File: src/rtl/xsim_dma_client_arbiter.sv
// Round-robin arbiter sharing one DMA read/write port among NCLIENTS requesters.
// An owner FIFO records who issued each in-flight read so responses return in issue order.
module xsim_dma_client_arbiter #(
  parameter int NCLIENTS    = 4,
  parameter int OWNER_DEPTH = 4
) (
  input  logic                          CLK,
  input  logic                          RST_N,
  input  logic [NCLIENTS-1:0]           cli_req_valid,
  input  logic [NCLIENTS-1:0]           cli_req_write,
  input  logic [32*NCLIENTS-1:0]        cli_req_handle,
  input  logic [32*NCLIENTS-1:0]        cli_req_addr,
  input  logic [32*NCLIENTS-1:0]        cli_req_data,
  input  logic [4*NCLIENTS-1:0]         cli_req_be,
  output logic [NCLIENTS-1:0]           cli_req_ready,
  output logic [NCLIENTS-1:0]           cli_rsp_valid,
  output logic [31:0]                   cli_rsp_data,
  input  logic [NCLIENTS-1:0]           cli_rsp_ready,
  input  logic                          dma_rdy_readrequest,
  output logic                          dma_en_readrequest,
  output logic [31:0]                   dma_readrequest_handle,
  output logic [31:0]                   dma_readrequest_addr,
  input  logic                          dma_rdy_readresponse,
  input  logic [31:0]                   dma_readresponse_data,
  output logic                          dma_en_readresponse,
  output logic                          dma_en_write32,
  output logic [31:0]                   dma_write32_handle,
  output logic [31:0]                   dma_write32_addr,
  output logic [31:0]                   dma_write32_data,
  output logic [3:0]                    dma_write32_byteenable,
  output logic [$clog2(OWNER_DEPTH+1)-1:0] reads_outstanding
);

  localparam int IW = $clog2(NCLIENTS);
  localparam int PW = (OWNER_DEPTH > 1) ? $clog2(OWNER_DEPTH) : 1;
  localparam int CW = $clog2(OWNER_DEPTH + 1);

  logic [IW-1:0]       rr_ptr;
  logic [IW-1:0]       winner;
  logic [IW-1:0]       head;
  logic [IW-1:0]       owner_fifo [OWNER_DEPTH];
  logic [PW-1:0]       wr_ptr;
  logic [PW-1:0]       rd_ptr;
  logic [CW-1:0]       count;
  logic [NCLIENTS-1:0] eligible;
  logic                fifo_full;
  logic                found;
  logic                grant;
  logic                win_write;
  logic                rsp_avail;
  logic                push;
  logic                pop;
  int                  idx;

  // Full FIFO blocks reads using the registered count, so a same-cycle pop never frees a slot early.
  always_comb begin
    fifo_full = (count == CW'(OWNER_DEPTH));
    eligible  = '0;
    found     = 1'b0;
    winner    = '0;
    idx       = 0;
    for (int i = 0; i < NCLIENTS; i++) begin
      eligible[i] = cli_req_valid[i] &
                    (cli_req_write[i] | (dma_rdy_readrequest & ~fifo_full));
    end
    for (int k = 0; k < NCLIENTS; k++) begin
      idx = int'(rr_ptr) + k;
      if (idx >= NCLIENTS) idx = idx - NCLIENTS;
      if (!found && eligible[IW'(idx)]) begin
        found  = 1'b1;
        winner = IW'(idx);
      end
    end
  end

  always_comb begin
    grant                  = found & RST_N;
    win_write              = cli_req_write[winner];
    cli_req_ready          = grant ? (NCLIENTS'(1) << winner) : '0;
    dma_en_readrequest     = grant & ~win_write;
    dma_en_write32         = grant & win_write;
    dma_readrequest_handle = '0;
    dma_readrequest_addr   = '0;
    dma_write32_handle     = '0;
    dma_write32_addr       = '0;
    dma_write32_data       = '0;
    dma_write32_byteenable = '0;
    if (dma_en_readrequest) begin
      dma_readrequest_handle = cli_req_handle[32*int'(winner) +: 32];
      dma_readrequest_addr   = cli_req_addr[32*int'(winner) +: 32];
    end
    if (dma_en_write32) begin
      dma_write32_handle     = cli_req_handle[32*int'(winner) +: 32];
      dma_write32_addr       = cli_req_addr[32*int'(winner) +: 32];
      dma_write32_data       = cli_req_data[32*int'(winner) +: 32];
      dma_write32_byteenable = cli_req_be[4*int'(winner) +: 4];
    end
  end

  // Response path depends only on FIFO state and response-side inputs, never on the grant.
  always_comb begin
    head                = owner_fifo[rd_ptr];
    rsp_avail           = RST_N & (count != '0) & dma_rdy_readresponse;
    cli_rsp_valid       = rsp_avail ? (NCLIENTS'(1) << head) : '0;
    cli_rsp_data        = rsp_avail ? dma_readresponse_data : '0;
    dma_en_readresponse = rsp_avail & cli_rsp_ready[head];
    push                = dma_en_readrequest;
    pop                 = dma_en_readresponse;
    reads_outstanding   = count;
  end

  always_ff @(posedge CLK or negedge RST_N) begin
    if (!RST_N) begin
      rr_ptr <= '0;
      wr_ptr <= '0;
      rd_ptr <= '0;
      count  <= '0;
      for (int i = 0; i < OWNER_DEPTH; i++) owner_fifo[i] <= '0;
    end else begin
      if (grant) begin
        rr_ptr <= (int'(winner) == NCLIENTS - 1) ? '0 : winner + IW'(1);
      end
      if (push) begin
        owner_fifo[wr_ptr] <= winner;
        wr_ptr <= (int'(wr_ptr) == OWNER_DEPTH - 1) ? '0 : wr_ptr + PW'(1);
      end
      if (pop) begin
        rd_ptr <= (int'(rd_ptr) == OWNER_DEPTH - 1) ? '0 : rd_ptr + PW'(1);
      end
      case ({push, pop})
        2'b10:   count <= count + CW'(1);
        2'b01:   count <= count - CW'(1);
        default: count <= count;
      endcase
    end
  end

endmodule

File: config.mk
export PLATFORM = sky130hd
export DESIGN_NAME = xsim_dma_client_arbiter
export DESIGN_NICKNAME = d
export VERILOG_FILES = /design/src/rtl/xsim_dma_client_arbiter.sv
export SDC_FILE = /design/constraint.sdc
export NUM_CORES = 1
export LEC_CHECK = 0
export ABC_AREA = 0
export CAP_MARGIN = 5
export CORE_AREA = 2 2 255 257
export CTS_CLUSTER_DIAMETER = 100
export CTS_CLUSTER_SIZE = 8
export DETAILED_ROUTE_END_ITERATION = 8
export DIE_AREA = 0 0 257 259
export HOLD_SLACK_MARGIN = 0.08
export PLACE_DENSITY_LB_ADDON = 0.1
export SYNTH_ARGS = -nofsm -noshare
export SYNTH_HDL_FRONTEND = slang
export SYNTH_SLANG_ARGS = --single-unit
File: constraint.sdc
create_clock -name CLK -period 10.3 [get_ports CLK]
set_input_delay 1.545 -clock CLK [delete_from_list [all_inputs] [get_ports CLK]]
set_output_delay 1.545 -clock CLK [all_outputs]
set_load 0.05 [all_outputs]
==> results.sh <==
export IMPL_status="finished clean"
export IMPL_setup_tns_ns=0
export IMPL_fin_skew_ns=0.00415
export IMPL_place_congestion=0.827
export IMPL_rows=93
export IMPL_ys_flop_type="dfrtp_1"
export IMPL_power_leakage_nw=4.79
export IMPL_start_kind="input pin"
export IMPL_clk_pin_slew_ns=0.05
export IMPL_via_per_inst=3.42
export IMPL_ios=658
export IMPL_grtUsageTotal_pct=10.9
export IMPL_crit_path_top_delay_cell="clkdlybuf4s50_1"
export IMPL_internal_power_w=0.00103
export IMPL_yosysSeqAreaShare_pct=8.00
export IMPL_crit_family="buffers and inverters"
export IMPL_vias=7327
export IMPL_power_frac_comb_pct=91.1
export IMPL_dieArea_sq_um=66600
export IMPL_critPathBufInv=4
export IMPL_avgRoutedWirePerCell_microns=18.1
export IMPL_tightest_slew_ns=1.05
export IMPL_syn_to_final_growth_pct=142
export IMPL_synth_cell_types=36
export IMPL_cp_data_required_time_ns=8.76
export IMPL_cts_resized=0
export IMPL_postCtsHoldBufs=0
export IMPL_drc=0
export IMPL_tritoncts="yes"
export IMPL_initial_utilization_pct=8.33
export IMPL_grt_pass1_wl_mm=54.2
export IMPL_coreArea_sq_um=63900
export IMPL_overflow=0
export IMPL_drv_cap=0
export IMPL_grt_pass1_vias=7687
export IMPL_hold_viol=0
export IMPL_ys_seq_elements=17
export IMPL_slew_violations=0
export IMPL_ys_top_cells_by_count="mux2i_1, nor2_1, mux2_2, a211oi_1"
export IMPL_cts_max_path_buffers=2
export IMPL_setup_viol=0
export IMPL_firstDrtPassIters=4
export IMPL_cts_sink_count=17
export IMPL_endpoint_kind="primary output"
export IMPL_swShare_pct=58.0
export IMPL_path_common_cell="clkdlybuf4s50_1"
export IMPL_synth_nets=1140
export IMPL_place_hpwl_mm=32.6
export IMPL_max_freq_mhz=130
export IMPL_cp_max_fo=150
export IMPL_root_buffer="clkbuf_16"
export IMPL_p_sw_w=0.00141
export IMPL_cts_buffers=3
export IMPL_cts_setup_buffers=0
export IMPL_period_needed_ns=7.70
export IMPL_path_cells="clkdlybuf4s50_1 > o21ai_0 > or2_2 > nor3b_1 > o32a_2 > buf_12 > buf_4 > mux2i_1 > mux2_2 > nor2_1 > clkdlybuf4s50_1"
export IMPL_utilization_pct=20.1
export IMPL_totalWireLength_mm=38.9
export IMPL_crit_type="in2out"
export IMPL_htreeDepth=1
export IMPL_yosysMostFrequentCell="mux2i_1"
export IMPL_port_buffers=657
export IMPL_maxSlewHeadroom_pct=30.0
export IMPL_synthArstFlopShare_pct=100
export IMPL_die_w_microns=257
export IMPL_cp_arrival_ns=6.16
export IMPL_p_per_area_nw_per_um2=190
export IMPL_peakVddDrop_mv=0.159
export IMPL_final_net_count=1746
export IMPL_cpPeakStageDelay_ns=0.86
export IMPL_synth_edf_count=0
export IMPL_rsz0062_at_grt="false"
export IMPL_synth_area_top_cells="mux2i_1, mux2_2, a211oi_1, nor2_1, dfrtp_1"
export IMPL_antenna_found_initial=2
export IMPL_first_iter_violations=224
export IMPL_syn_avg_cell_area_sq_um=7.81
export IMPL_final_antenna_net_count=0
export IMPL_postSynthCellCount=681
export IMPL_syn_area_sq_um=5320
export IMPL_netlist_area_leader_share_pct=31.2
export IMPL_seqPwrFrac_pct=5.7
export IMPL_grt_max_degree=151
export IMPL_clkPwrFrac_pct=3.2
export IMPL_die_h_microns=259
export IMPL_yosysTopAreaCell="mux2i_1"
export IMPL_drive_above_1_share_pct=7.54
export IMPL_finalCritPeriodShare_pct=74.8
export IMPL_ys_warn_count=0
export IMPL_clock_latency_ns=0.25
export IMPL_hold_path_class="reg2reg"
flip-flops by register name (all words and copies together) (netlist names):
register,count
reads_outstanding,3
rr_ptr,2
rd_ptr,2
owner_fifo,8
wr_ptr,2
per-layer routing:
layer	part of all wire (%)	routed length, microns	vias up	global-route usage [%]
met5	0	0	-	0
met4	0.63	243	0	1.10
met3	6.9	2680	10	2.95
met2	54	21200	307	21.0
met1	38	14800	3365	12.1
li1	-	-	3645	-
layout make-up:
| class | count | area, sq um |
|---|---|---|
| fill | 7011 | 51000 |
| clock buffer | 3 | 75.1 |
| tap | 855 | 1070 |
| clock inverter | 1 | 5.00 |
| sequential | 17 | 425 |
| timing repair buffer | 667 | 6660 |
| inverter | 12 | 46.3 |
| multi-input combinational | 586 | 4560 |
| antenna | 2 | 5.00 |
layout by cell type (no fill, tap or decap), drive strengths merged, types with 2 or more instances in the layout:
cell type	instances
nor4b	4
nor3	2
dfrtp	17
clkbuf	3
nor2	140
xor2	2
mux4	4
and2	36
clkinv	2
a211oi	72
clkdlybuf4s50	657
mux2	73
o21ai	8
nand2	14
ha	10
mux2i	166
nor3b	3
buf	10
diode	2
a21o	2
nor2b	36
inv	11
or2	2
worst reg2reg max path, delay by kind of cell (launching register included):
family	cells	cell delay [ns]
multiplexers	1	0.47
flip-flops	1	0.48
buffers and inverters	2	0.35
AND/OR/NAND/NOR	3	0.98
adder cells (fa/ha/maj)	2	0.64
AO/OA/AOI/OAI	3	0.65
stage by stage:
step / std cells / total power, W / hold WS, ns / setup WS (ns) / instance area (sq um)
floorplan: 681 / 0.00161 / 0.452 / 4.14 / 5320
global placement: 2137 / 0.00241 / 0.485 / 2.53 / 12800
detailed placement: 2137 / 0.00240 / 0.497 / 2.59 / 12800
CTS: 2141 / 0.00249 / 0.510 / 2.58 / 12800
global route: 2143 / 0.00260 / 0.529 / 2.29 / 12800
finish: 2143 / 0.00244 / 0.498 / 2.60 / 12800
path summary, 6_finish.rpt:
kind | from | endpoint | slack, ns | cells after the start
setup / recovery | dma_rdy_readrequest | dma_readrequest_handle[10] | 2.60 | 11
hold / removal | owner_fifo[4] | owner_fifo[4] | 0.50 | 1
setup reg to reg | reads_outstanding[1] | reads_outstanding[1] | 6.66 | 11
hold reg to reg | owner_fifo[4] | owner_fifo[4] | 0.50 | 1
max in group asynchronous | RST_N | reads_outstanding[2] | 8.43 | 2
min in group asynchronous | RST_N | owner_fifo[3] | 1.64 | 2
power groups by stage:
stage	Sequential [W]	Clock [W]	Combinational (W)
after floorplan	0.000143	0	0.00147
after global placement	0.000140	0	0.00227
after detailed placement	0.000140	0	0.00226
after CTS	0.000138	0.0000825	0.00227
after global routing	0.000145	0.0000849	0.00237
final	0.000139	0.0000787	0.00222
logic make-up after synthesis:
kind of cell	Yosys count	share of synthesized area [%]
AOI/OAI and AO/OA	89	12.4
xor gates and xnor gates	3	0.494
adders and majority gates	11	2.73
buffers and inverters	78	6.80
DFF	17	8.00
muxes	243	48.4
and+or+nand+nor	240	21.2
Power figures use the tool's default switching activity.
